### src/rtl/mult_dispatch_if.sv
// rtl/mult_dispatch_if.sv - handshake and multiplier bus bundle for mult_dispatch
//
// Groups three sets of signals:
//   operand input stream  : in_valid, in_ready, in_a, in_b
//   multiplier link       : mul_start, mul_M, mul_Q, mul_done, mul_result
//   product output stream : out_valid, out_ready, out_result
// slave  : the dispatcher's side of the bundle.
// master : the environment's side (producer, multiplier and consumer).

interface mult_dispatch_if;
    logic        in_valid;
    logic        in_ready;
    logic [31:0] in_a;
    logic [31:0] in_b;

    logic        mul_start;
    logic [31:0] mul_M;
    logic [31:0] mul_Q;
    logic        mul_done;
    logic [63:0] mul_result;

    logic        out_valid;
    logic        out_ready;
    logic [63:0] out_result;

    modport slave (
        input  in_valid, in_a, in_b, mul_done, mul_result, out_ready,
        output in_ready, mul_start, mul_M, mul_Q, out_valid, out_result
    );

    modport master (
        output in_valid, in_a, in_b, mul_done, mul_result, out_ready,
        input  in_ready, mul_start, mul_M, mul_Q, out_valid, out_result
    );
endinterface

### src/rtl/mult_dispatch.sv
// rtl/mult_dispatch.sv - operand FIFO feeding a sequential multiplier, with timeout
//
// Ports:
//   clk    : single clock, rising edge
//   rst    : synchronous active-low reset
//   bus    : mult_dispatch_if.slave (operand stream in, multiplier link,
//            product stream out)
//   err    : sticky timeout flag, cleared only by reset
//   count  : operand FIFO occupancy, 0..DEPTH
//
// Operand pairs are queued in a DEPTH-entry FIFO. One pair at a time is
// handed to the multiplier; the product (or 0 on timeout) is held in a
// single output slot until the consumer takes it. A new pair is only
// dispatched when the output slot is free or being drained, so results
// leave in push order.

module mult_dispatch #(
    parameter int DEPTH   = 4,
    parameter int TIMEOUT = 64
) (
    input  logic                   clk,
    input  logic                   rst,
    mult_dispatch_if.slave         bus,
    output logic                   err,
    output logic [$clog2(DEPTH):0] count
);

    localparam int PW = $clog2(DEPTH);
    localparam int CW = PW + 1;
    localparam int TW = $clog2(TIMEOUT + 1);
    localparam logic [CW-1:0] DEPTH_C   = CW'(DEPTH);
    localparam logic [TW-1:0] TIMEOUT_C = TW'(TIMEOUT);

    typedef enum logic [1:0] {
        IDLE,
        START,
        SETTLE,
        WAIT
    } state_t;

    state_t        state_q, state_d;
    logic [PW-1:0] wr_ptr_q, wr_ptr_d;
    logic [PW-1:0] rd_ptr_q, rd_ptr_d;
    logic [CW-1:0] count_q, count_d;
    logic          mul_start_q, mul_start_d;
    logic [31:0]   mul_m_q, mul_m_d;
    logic [31:0]   mul_q_q, mul_q_d;
    logic          out_valid_q, out_valid_d;
    logic [63:0]   out_result_q, out_result_d;
    logic          err_q, err_d;
    logic [TW-1:0] wait_cnt_q, wait_cnt_d;

    logic [63:0]   mem_q [DEPTH];

    logic          in_ready;
    logic          push;
    logic          go;

    // in_ready is gated by rst so nothing is accepted while reset is held.
    assign in_ready = rst && (count_q < DEPTH_C);
    assign push     = bus.in_valid && in_ready;

    // Dispatch needs a queued pair and an output slot that is empty or being
    // emptied this cycle, so a finished product never has to wait for room.
    assign go = (state_q == IDLE) && (count_q != '0) &&
                (!out_valid_q || bus.out_ready);

    // Pair storage carries no reset: entries are only read behind count.
    always_ff @(posedge clk) begin
        if (push) begin
            mem_q[wr_ptr_q] <= {bus.in_a, bus.in_b};
        end
    end

    // FIFO pointers and occupancy. The pop coincides with the IDLE->START
    // edge so the head lands in mul_M/mul_Q in the same cycle mul_start is
    // high. Pointers wrap naturally because DEPTH is a power of two.
    always_comb begin
        wr_ptr_d = wr_ptr_q;
        rd_ptr_d = rd_ptr_q;
        count_d  = count_q;
        if (push) begin
            wr_ptr_d = wr_ptr_q + 1'b1;
        end
        if (go) begin
            rd_ptr_d = rd_ptr_q + 1'b1;
        end
        case ({push, go})
            2'b10:   count_d = count_q + 1'b1;
            2'b01:   count_d = count_q - 1'b1;
            default: count_d = count_q;
        endcase
    end

    // Dispatch FSM and output slot.
    always_comb begin
        state_d      = state_q;
        mul_start_d  = 1'b0;
        mul_m_d      = mul_m_q;
        mul_q_d      = mul_q_q;
        out_valid_d  = out_valid_q;
        out_result_d = out_result_q;
        err_d        = err_q;
        wait_cnt_d   = wait_cnt_q;

        if (out_valid_q && bus.out_ready) begin
            out_valid_d = 1'b0;
        end

        case (state_q)
            IDLE: begin
                if (go) begin
                    state_d            = START;
                    mul_start_d        = 1'b1;
                    {mul_m_d, mul_q_d} = mem_q[rd_ptr_q];
                end
            end
            START: begin
                state_d = SETTLE;
            end
            SETTLE: begin
                // mul_done may still be high from the previous product, so
                // it is not looked at until the multiplier has seen start.
                state_d    = WAIT;
                wait_cnt_d = '0;
            end
            WAIT: begin
                wait_cnt_d = wait_cnt_q + 1'b1;
                if (bus.mul_done) begin
                    out_result_d = bus.mul_result;
                    out_valid_d  = 1'b1;
                    state_d      = IDLE;
                end else if (wait_cnt_d == TIMEOUT_C) begin
                    // Emitting a 0 result for the aborted pair keeps later results in order.
                    err_d        = 1'b1;
                    out_result_d = '0;
                    out_valid_d  = 1'b1;
                    state_d      = IDLE;
                end
            end
            default: begin
                state_d = IDLE;
            end
        endcase
    end

    always_ff @(posedge clk) begin
        if (!rst) begin
            state_q      <= IDLE;
            wr_ptr_q     <= '0;
            rd_ptr_q     <= '0;
            count_q      <= '0;
            mul_start_q  <= 1'b0;
            mul_m_q      <= '0;
            mul_q_q      <= '0;
            out_valid_q  <= 1'b0;
            out_result_q <= '0;
            err_q        <= 1'b0;
            wait_cnt_q   <= '0;
        end else begin
            state_q      <= state_d;
            wr_ptr_q     <= wr_ptr_d;
            rd_ptr_q     <= rd_ptr_d;
            count_q      <= count_d;
            mul_start_q  <= mul_start_d;
            mul_m_q      <= mul_m_d;
            mul_q_q      <= mul_q_d;
            out_valid_q  <= out_valid_d;
            out_result_q <= out_result_d;
            err_q        <= err_d;
            wait_cnt_q   <= wait_cnt_d;
        end
    end

    assign bus.in_ready   = in_ready;
    assign bus.mul_start  = mul_start_q;
    assign bus.mul_M      = mul_m_q;
    assign bus.mul_Q      = mul_q_q;
    assign bus.out_valid  = out_valid_q;
    assign bus.out_result = out_result_q;
    assign err            = err_q;
    assign count          = count_q;

endmodule
### src/flat_wrapper.sv
// flat-port wrapper written by rule: the top's interface ports become plain ports
module mult_dispatch_flat 
#(
    parameter int DEPTH   = 4,
    parameter int TIMEOUT = 64
)
  (clk, rst, err, count, bus_in_valid, bus_in_a, bus_in_b, bus_mul_done, bus_mul_result, bus_out_ready, bus_in_ready, bus_mul_start, bus_mul_M, bus_mul_Q, bus_out_valid, bus_out_result);
  mult_dispatch_if bus_i ();
  input  logic clk;
  input  logic rst;
  output logic err;
  output logic [$clog2(DEPTH):0] count;
  input wire logic [$bits(bus_i.in_valid)-1:0] bus_in_valid;
  input wire logic [$bits(bus_i.in_a)-1:0] bus_in_a;
  input wire logic [$bits(bus_i.in_b)-1:0] bus_in_b;
  input wire logic [$bits(bus_i.mul_done)-1:0] bus_mul_done;
  input wire logic [$bits(bus_i.mul_result)-1:0] bus_mul_result;
  input wire logic [$bits(bus_i.out_ready)-1:0] bus_out_ready;
  output wire logic [$bits(bus_i.in_ready)-1:0] bus_in_ready;
  output wire logic [$bits(bus_i.mul_start)-1:0] bus_mul_start;
  output wire logic [$bits(bus_i.mul_M)-1:0] bus_mul_M;
  output wire logic [$bits(bus_i.mul_Q)-1:0] bus_mul_Q;
  output wire logic [$bits(bus_i.out_valid)-1:0] bus_out_valid;
  output wire logic [$bits(bus_i.out_result)-1:0] bus_out_result;
  assign bus_i.in_valid = bus_in_valid;
  assign bus_i.in_a = bus_in_a;
  assign bus_i.in_b = bus_in_b;
  assign bus_i.mul_done = bus_mul_done;
  assign bus_i.mul_result = bus_mul_result;
  assign bus_i.out_ready = bus_out_ready;
  assign bus_in_ready = bus_i.in_ready;
  assign bus_mul_start = bus_i.mul_start;
  assign bus_mul_M = bus_i.mul_M;
  assign bus_mul_Q = bus_i.mul_Q;
  assign bus_out_valid = bus_i.out_valid;
  assign bus_out_result = bus_i.out_result;
  mult_dispatch #(.DEPTH(DEPTH), .TIMEOUT(TIMEOUT)) u_core (.clk(clk), .rst(rst), .bus(bus_i), .err(err), .count(count));
endmodule
### config.mk
export PLATFORM = sky130hd
export DESIGN_NAME = mult_dispatch_flat
export DESIGN_NICKNAME = d
export VERILOG_FILES = /design/src/rtl/mult_dispatch_if.sv /design/src/rtl/mult_dispatch.sv /design/src/flat_wrapper.sv
export SDC_FILE = /design/constraint.sdc
export NUM_CORES = 1
export LEC_CHECK = 0
export ABC_AREA = 0
export CAP_MARGIN = 15
export CORE_UTILIZATION = 48
export DETAILED_ROUTE_END_ITERATION = 10
export PLACE_DENSITY_LB_ADDON = 0.1
export SLEW_MARGIN = 20
export SYNTH_ARGS = -nofsm -noshare
export SYNTH_HDL_FRONTEND = slang
export SYNTH_SLANG_ARGS = --single-unit
### constraint.sdc
create_clock -name clk -period 3.15 [get_ports clk]
set_input_delay 0.63 -clock clk [delete_from_list [all_inputs] [get_ports clk]]
set_output_delay 0.63 -clock clk [all_outputs]
set_load 0.005 [all_outputs]
==> metrics.txt, run 1 <==
Simple-Gate Fraction of Synth Area 6.12%; CTS Sinks 403; Post-synth EDFFs 256; initial drt markers 604; Row Count 65; Max Clk Rate 0.367 GHz; dpl hpwl 19.0 mm; outcome finished, final reports clean; Synth cell types 43; peak supply drop 614 µV; initial cell density of the core 48.8%; post-synthesis net count 1171; IO Port Bufs 267; # Max-Cap Violations 0; total grt overflow 0; sequential fraction of the synthesis area 69.3%; mux share of post-synthesis cell area 9.66%; per-cell routed wire length 19.6 µm; crit path time final 2730 ps; Die Wd 181 µm; WP buf/inv 4; P_leak 0.00627 µW; RSZ-0062 raised after global routing no; clock buffer depth 3; post-route ant nets 0; Worst EP required 2520 ps; Mapped Area 15300 µm²; pre-CTS setup slack 310 ps; Crit. End Element primary output; final WL 33.8 mm; antenna violations before repair 2; Resize count post-CTS 0; die span in y 181 µm; Mapped Cells 1027; Synth area leaders edfxtp_1, dfxtp_1, mux4_2; Slew Viols, Final 0; CP Max Fanout 5; Post-synth ARST share 0%; Clock transition at path regs 60 ps; adder-cell share of the synthesized area 0.946%; worst path cell trace clkdlybuf4s50_1 > inv_6 > nor2_1 > buf_4 > clkdlybuf4s50_1; fin util 63.5%; Avg Inst Size Synth 14.9 µm²; crit share post-route 86.6%; largest family of logic cells by synthesized area compound AO/OA/AOI/OAI gates; share of layout cells above drive strength 1 16.6%; Vias 9364; Final Setup Violations 0; drt pass-1 iters 5; final hold vios 0; CP top delay family buffers and inverters; TritonCTS clock tree yes; worst skew pair latency 530 ps; measured slew at the worst slew-check pin 892 ps; first-pass GRT wire length 53.1 mm; Hold Slack 453 ps; Die Footprint 32700 µm²; vias in the first global route 9418; most frequent cell after synthesis edfxtp_1; PD cells 778 nW/µm²; top cell type's share of synthesized area 50.1%; DRC Markers 0; CP max stage cell clkdlybuf4s50_1; CP peak stage delay 600 ps; worst min path class flip-flop to flip-flop; Yosys reg bits 403; routability cong. 0.741; Ys Warns 0; top_reg_cell synth edfxtp_1; Core Box Area 31500 µm²; Final WS setup 423 ps; Post-CTS Setup Repair Bufs 0; H-tree levels 2; Tot GR Track Use 20.7%; most frequent cells after synthesis edfxtp_1, nand2_1, dfxtp_1; Crit Path Class input pin to primary output; crit path DAT 2100 ps; total I/O pin count 268; Most Frequent Cell on Critical Path clkdlybuf4s50_1; post-synthesis xor/xnor area fraction 0.342%; via/cell ratio 5.43; net count reported at finish 1429; Layout area overhead 30.3%; Fin Setup TNS 0 ps; root buf cell clkbuf_16; Slew headroom 40.5%; hold buffer count at cts 0; Yosys top cell by area edfxtp_1; clk_skew 14.8 ps; crit start category input pin; pin count of the biggest net entering global routing 145; CTS buffer count 44; Compound-Gate Fraction of Synth Area 11.0%
==> logic make-up after synthesis <==
logic type / count (synthesis)
xor+xnor: 6
fa+ha+maj: 11
flops: 403
buf+inv: 87
compound gates: 217
simple gates: 235
mux: 68
==> state kept, by name, indices dropped and copies added, names as in the netlist <==
| signal | count |
|---|---|
| u_core.bus.mul_Q | 32 |
| u_core.state_q | 2 |
| u_core.err | 1 |
| u_core.wait_cnt_q | 7 |
| u_core.bus.out_valid | 1 |
| u_core.bus.mul_start | 1 |
| u_core.wr_ptr_q | 2 |
| u_core.count | 3 |
| u_core.bus.out_result | 64 |
| u_core.bus.mul_M | 32 |
| u_core.rd_ptr_q | 2 |
| u_core.mem_q | 256 |
==> power breakdown <==
group          total, µW  switching (µW)  internal [µW]
sequential          6670             409           6260
combinational       3740            1820           1920
clock               5140            2070           3070
==> worst register-to-register path, cell delays in order (launching register included) <==
cell and delay (ps):
dfxtp_1 430, ha_1 310, xnor2_1 110, nor4b_2 270
o2111ai_2 200, nand2_2 130, buf_12 350, a311oi_2 220
==> placed cells by master, fill, tap and decap left out, types with 2 or more instances in the layout <==
cell type / count
a311oi_2: 50
buf_12: 13
nand3b_1: 2
a31oi_1: 2
xor2_1: 3
and3_2: 4
xnor2_1: 3
o31ai_1: 2
clkbuf_8: 3
clkinv_4: 3
clkbuf_16: 44
edfxtp_1: 256
clkinv_1: 4
nor2_1: 14
a21oi_1: 135
ha_1: 9
nor2b_1: 2
mux2i_1: 3
dfxtp_1: 145
nor3_1: 3
bufinv_16: 5
inv_1: 11
a311oi_1: 15
o21ai_0: 6
and3_1: 2
clkbuf_1: 7
diode_2: 3
buf_4: 6
nand2_1: 199
clkdlybuf4s50_1: 267
inv_6: 4
clkinvlp_4: 3
clkinv_2: 8
mux4_2: 64
==> metrics by stage <==
stage	instances	power, µW	cell area [µm²]
after floorplan	1027	8810	15300
after global placement	1641	10500	18500
after detailed placement	1641	10600	18500
after CTS	1722	15800	20000
after global routing	1724	16300	20000
final	1725	15500	20000
==> final cells by class <==
class                           instances  area (µm²)
Antenna cell                            3        7.51
Clock buffer                           54        1170
Multi-Input combinational cell        537        4350
Sequential cell                       403       10600
Fill cell                            2335       11500
Tap cell                              402         503
Inverter                               13        53.8
Timing Repair Buffer                  286        2980
Clock inverter                         27         297
==> path summary, 6_finish.rpt <==
kind	end	depth (start not counted)	startpoint	slack (ps)
setup reg to reg	u_core.bus.out_result[42]	7	u_core.wait_cnt_q[0]	950
hold / removal	u_core.bus.mul_Q[14]	2	u_core.bus.mul_Q[14]	450
hold reg to reg	u_core.bus.mul_Q[14]	2	u_core.bus.mul_Q[14]	450
setup / recovery	bus_in_ready	5	rst	420
==> layer usage <==
layer / vias up / share of wire, % / track usage [%]
li1: 4424 / - / -
met1: 4603 / 43 / 27.2
met2: 284 / 47 / 33.4
met3: 53 / 7.9 / 6.15
met4: 0 / 1.8 / 5.88
met5: - / 0 / 0
No activity file was read; power rests on OpenSTA's default activity.
==> run 2, diff against run 1 <==
--- a/config.mk
+++ b/config.mk
@@ -7,8 +7,9 @@
 export LEC_CHECK = 0
 export ABC_AREA = 0
 export CAP_MARGIN = 15
-export CORE_UTILIZATION = 48
+export CORE_UTILIZATION = 57
 export DETAILED_ROUTE_END_ITERATION = 10
+export DONT_BUFFER_PORTS = 1
 export PLACE_DENSITY_LB_ADDON = 0.1
 export SLEW_MARGIN = 20
 export SYNTH_ARGS = -nofsm -noshare
==> run 2 against run 1 <==
Effect of this change: the run now ends with DRC left; sequential share of layout area grew 9.3 points; die area shrank 16%; via count shrank 12%; critical path type is now flip-flop to flip-flop.
==> metrics.txt, run 2 (synthesized netlist as in run 1, its figures left out) <==
net count reported at finish 1160 (-19%); reg2reg start u_core.count[2]; initial drt markers 577 (-4.5%); failing checks DRC; Final Setup Violations 0 (unchanged); crit share post-route 72.7% (-14 points); Tot Pwr 14100 µW (-9.4%); reg-to-reg setup timing slack 860 ps (-90 ps); CTS Sinks 403 (unchanged); Layout area overhead 10.9%; most frequent cells in the layout edfxtp_1, nand2_1, dfxtp_1; antenna violations before repair 0 (-2); TritonCTS clock tree yes; drt pass-1 iters 7 (+2); final hold vios 0 (unchanged); worst hold stages 0 (-2); Slew headroom 36.0% (-4.5 points); max reg flops 256 (unchanged); PD cells 827 nW/µm² (+6.4%); Most Frequent Cell on Critical Path inv_1; worst min path class input pin to flip-flop; crit start category flip-flop; Worst R2R End u_core.count[2]; Layout fillers 1830 (-22%); clk_skew 24.0 ps (+9.15 ps); routability cong. 0.763 (+3.0%); IO Port Bufs 0 (-100%); DRC Markers 33 (+33); outcome complete, but fails checks; first-pass GRT wire length 47.4 mm (-11%); via/cell ratio 5.94 (+9.4%); hold path start bus_in_a[24]; most common cell after layout, fill and taps aside edfxtp_1; Crit. End Element flip-flop; crit path DAT 2750 ps (+650 ps); crit path time final 2290 ps (-436 ps); Max Clk Rate 0.436 GHz (+19%); clock buffer depth 3 (unchanged); Slew Viols, Final 0 (unchanged); RSZ-0062 raised after global routing no; post-route ant nets 0 (unchanged); Fin Setup TNS 0 ps (unchanged); Post-CTS Setup Repair Bufs 0 (unchanged); Row Count 59 (-9.2%); hold buffer count at cts 0 (unchanged); per-cell routed wire length 21.6 µm (+10%); CP peak stage delay 560 ps (-40 ps); Die Footprint 27600 µm² (-16%); pin count of the biggest net entering global routing 129 (-11%); Die Wd 166 µm (-8.1%); Worst EP required 3610 ps (+1090 ps); worst skew pair latency 550 ps (+20 ps); M1 GR Usage 27.9% (+0.71 points); H-tree levels 2 (unchanged); dpl hpwl 17.8 mm (-6.4%); die span in y 166 µm (-8.1%); total grt overflow 0 (unchanged); root buf cell clkbuf_16; share of layout cells above drive strength 1 20.1% (+3.5 points); Biggest register u_core.mem_q; vias in the first global route 8470 (-10%); Resize count post-CTS 0 (unchanged); initial cell density of the core 58.6% (+9.8 points); total I/O pin count 268 (unchanged); # Max-Cap Violations 0 (unchanged); worst path cell trace nor2_1 > and2_1 > inv_1 > ha_1 > inv_1 > fa_1 > xor2_1 > or3_1 > a21oi_1; GR met2 Demand/Resource 36.3% (+2.9 points); WP buf/inv 2 (-2); CP max stage cell dfxtp_1; final WL 29.9 mm (-12%); Clock transition at path regs 60 ps (about the same); layer with the highest usage met2; CP top delay family simple AND/OR/NAND/NOR gates; measured slew at the worst slew-check pin 960 ps (+67.8 ps); grt met3 use 7.29% (+1.1 points); Vias 8216 (-12%); P_leak 0.00521 µW (-17%); Reg2Reg Depth 9 (+2); Crit Path Class flip-flop to flip-flop; peak supply drop 703 µV (+15%); Tot GR Track Use 22.0% (+1.3 points); Core Box Area 26200 µm² (-17%); CP Max Fanout 6 (+1); Worst Hold End u_core.mem_q[1][56]; CTS buffer count 41 (-6.8%); diodes inserted 0 (-3)
-- run 2: cell count changes in the layout (fill, tap and decap cells not counted), moves of 3 or more --
cell and delta:
and3_2 -4, buf_4 +6, and3_4 +4, clkdlybuf4s50_1 -267
diode_2 -3, buf_12 -5, clkinvlp_4 -3, inv_6 -3
bufinv_16 -4, clkbuf_1 +5
-- run 2: worst max path at each step --
stage / cells after the start / startpoint / to
after floorplan: 10 / bus_out_ready / u_core.count[2]
after global placement: 10 / rst / u_core.count[2]
after detailed placement: 10 / rst / u_core.count[2]
after CTS: 9 / u_core.count[2] / u_core.count[2]
after global routing: 9 / u_core.count[2] / u_core.count[2]
final: 9 / u_core.count[2] / u_core.count[2]
-- run 2: final cells by class --
type                       count  area, µm²  share of cell area, %
inverter                      13       53.8                  0.316
clock inverter                17        140                  0.823
multi-input combinational    537       4360                   25.6
sequential                   403      10600                   62.5
tap                          335        419                   2.46
timing repair buffer          20        250                   1.47
clock buffer                  59       1160                   6.81
-- run 2: stage by stage --
| stage | area (µm²) | util [%] | setup WS, ps | hold WS (ps) | std cells |
|---|---|---|---|---|---|
| finish | 17000 | 65.0 | 859 | 175 | 1384 |
| global route | 17000 | 65.0 | 655 | 157 | 1384 |
| CTS | 17000 | 65.0 | 811 | 150 | 1384 |
| detailed placement | 15700 | 60.0 | 628 | 468 | 1308 |
| global placement | 15700 | 60.0 | 673 | 464 | 1308 |
| floorplan | 15300 | - | 634 | 452 | 1027 |
-- run 2: power breakdown --
group	internal, µW	switching (µW)
Sequential	6260	579
Clock	2660	1950
Combinational	1160	1460
-- run 2: metal layers --
metal | vias up | wire (µm)
met4 | 0 | 590
met1 | 4003 | 12100
met2 | 289 | 14400
li1 | 3880 | -
met3 | 44 | 2840
met5 | - | 0
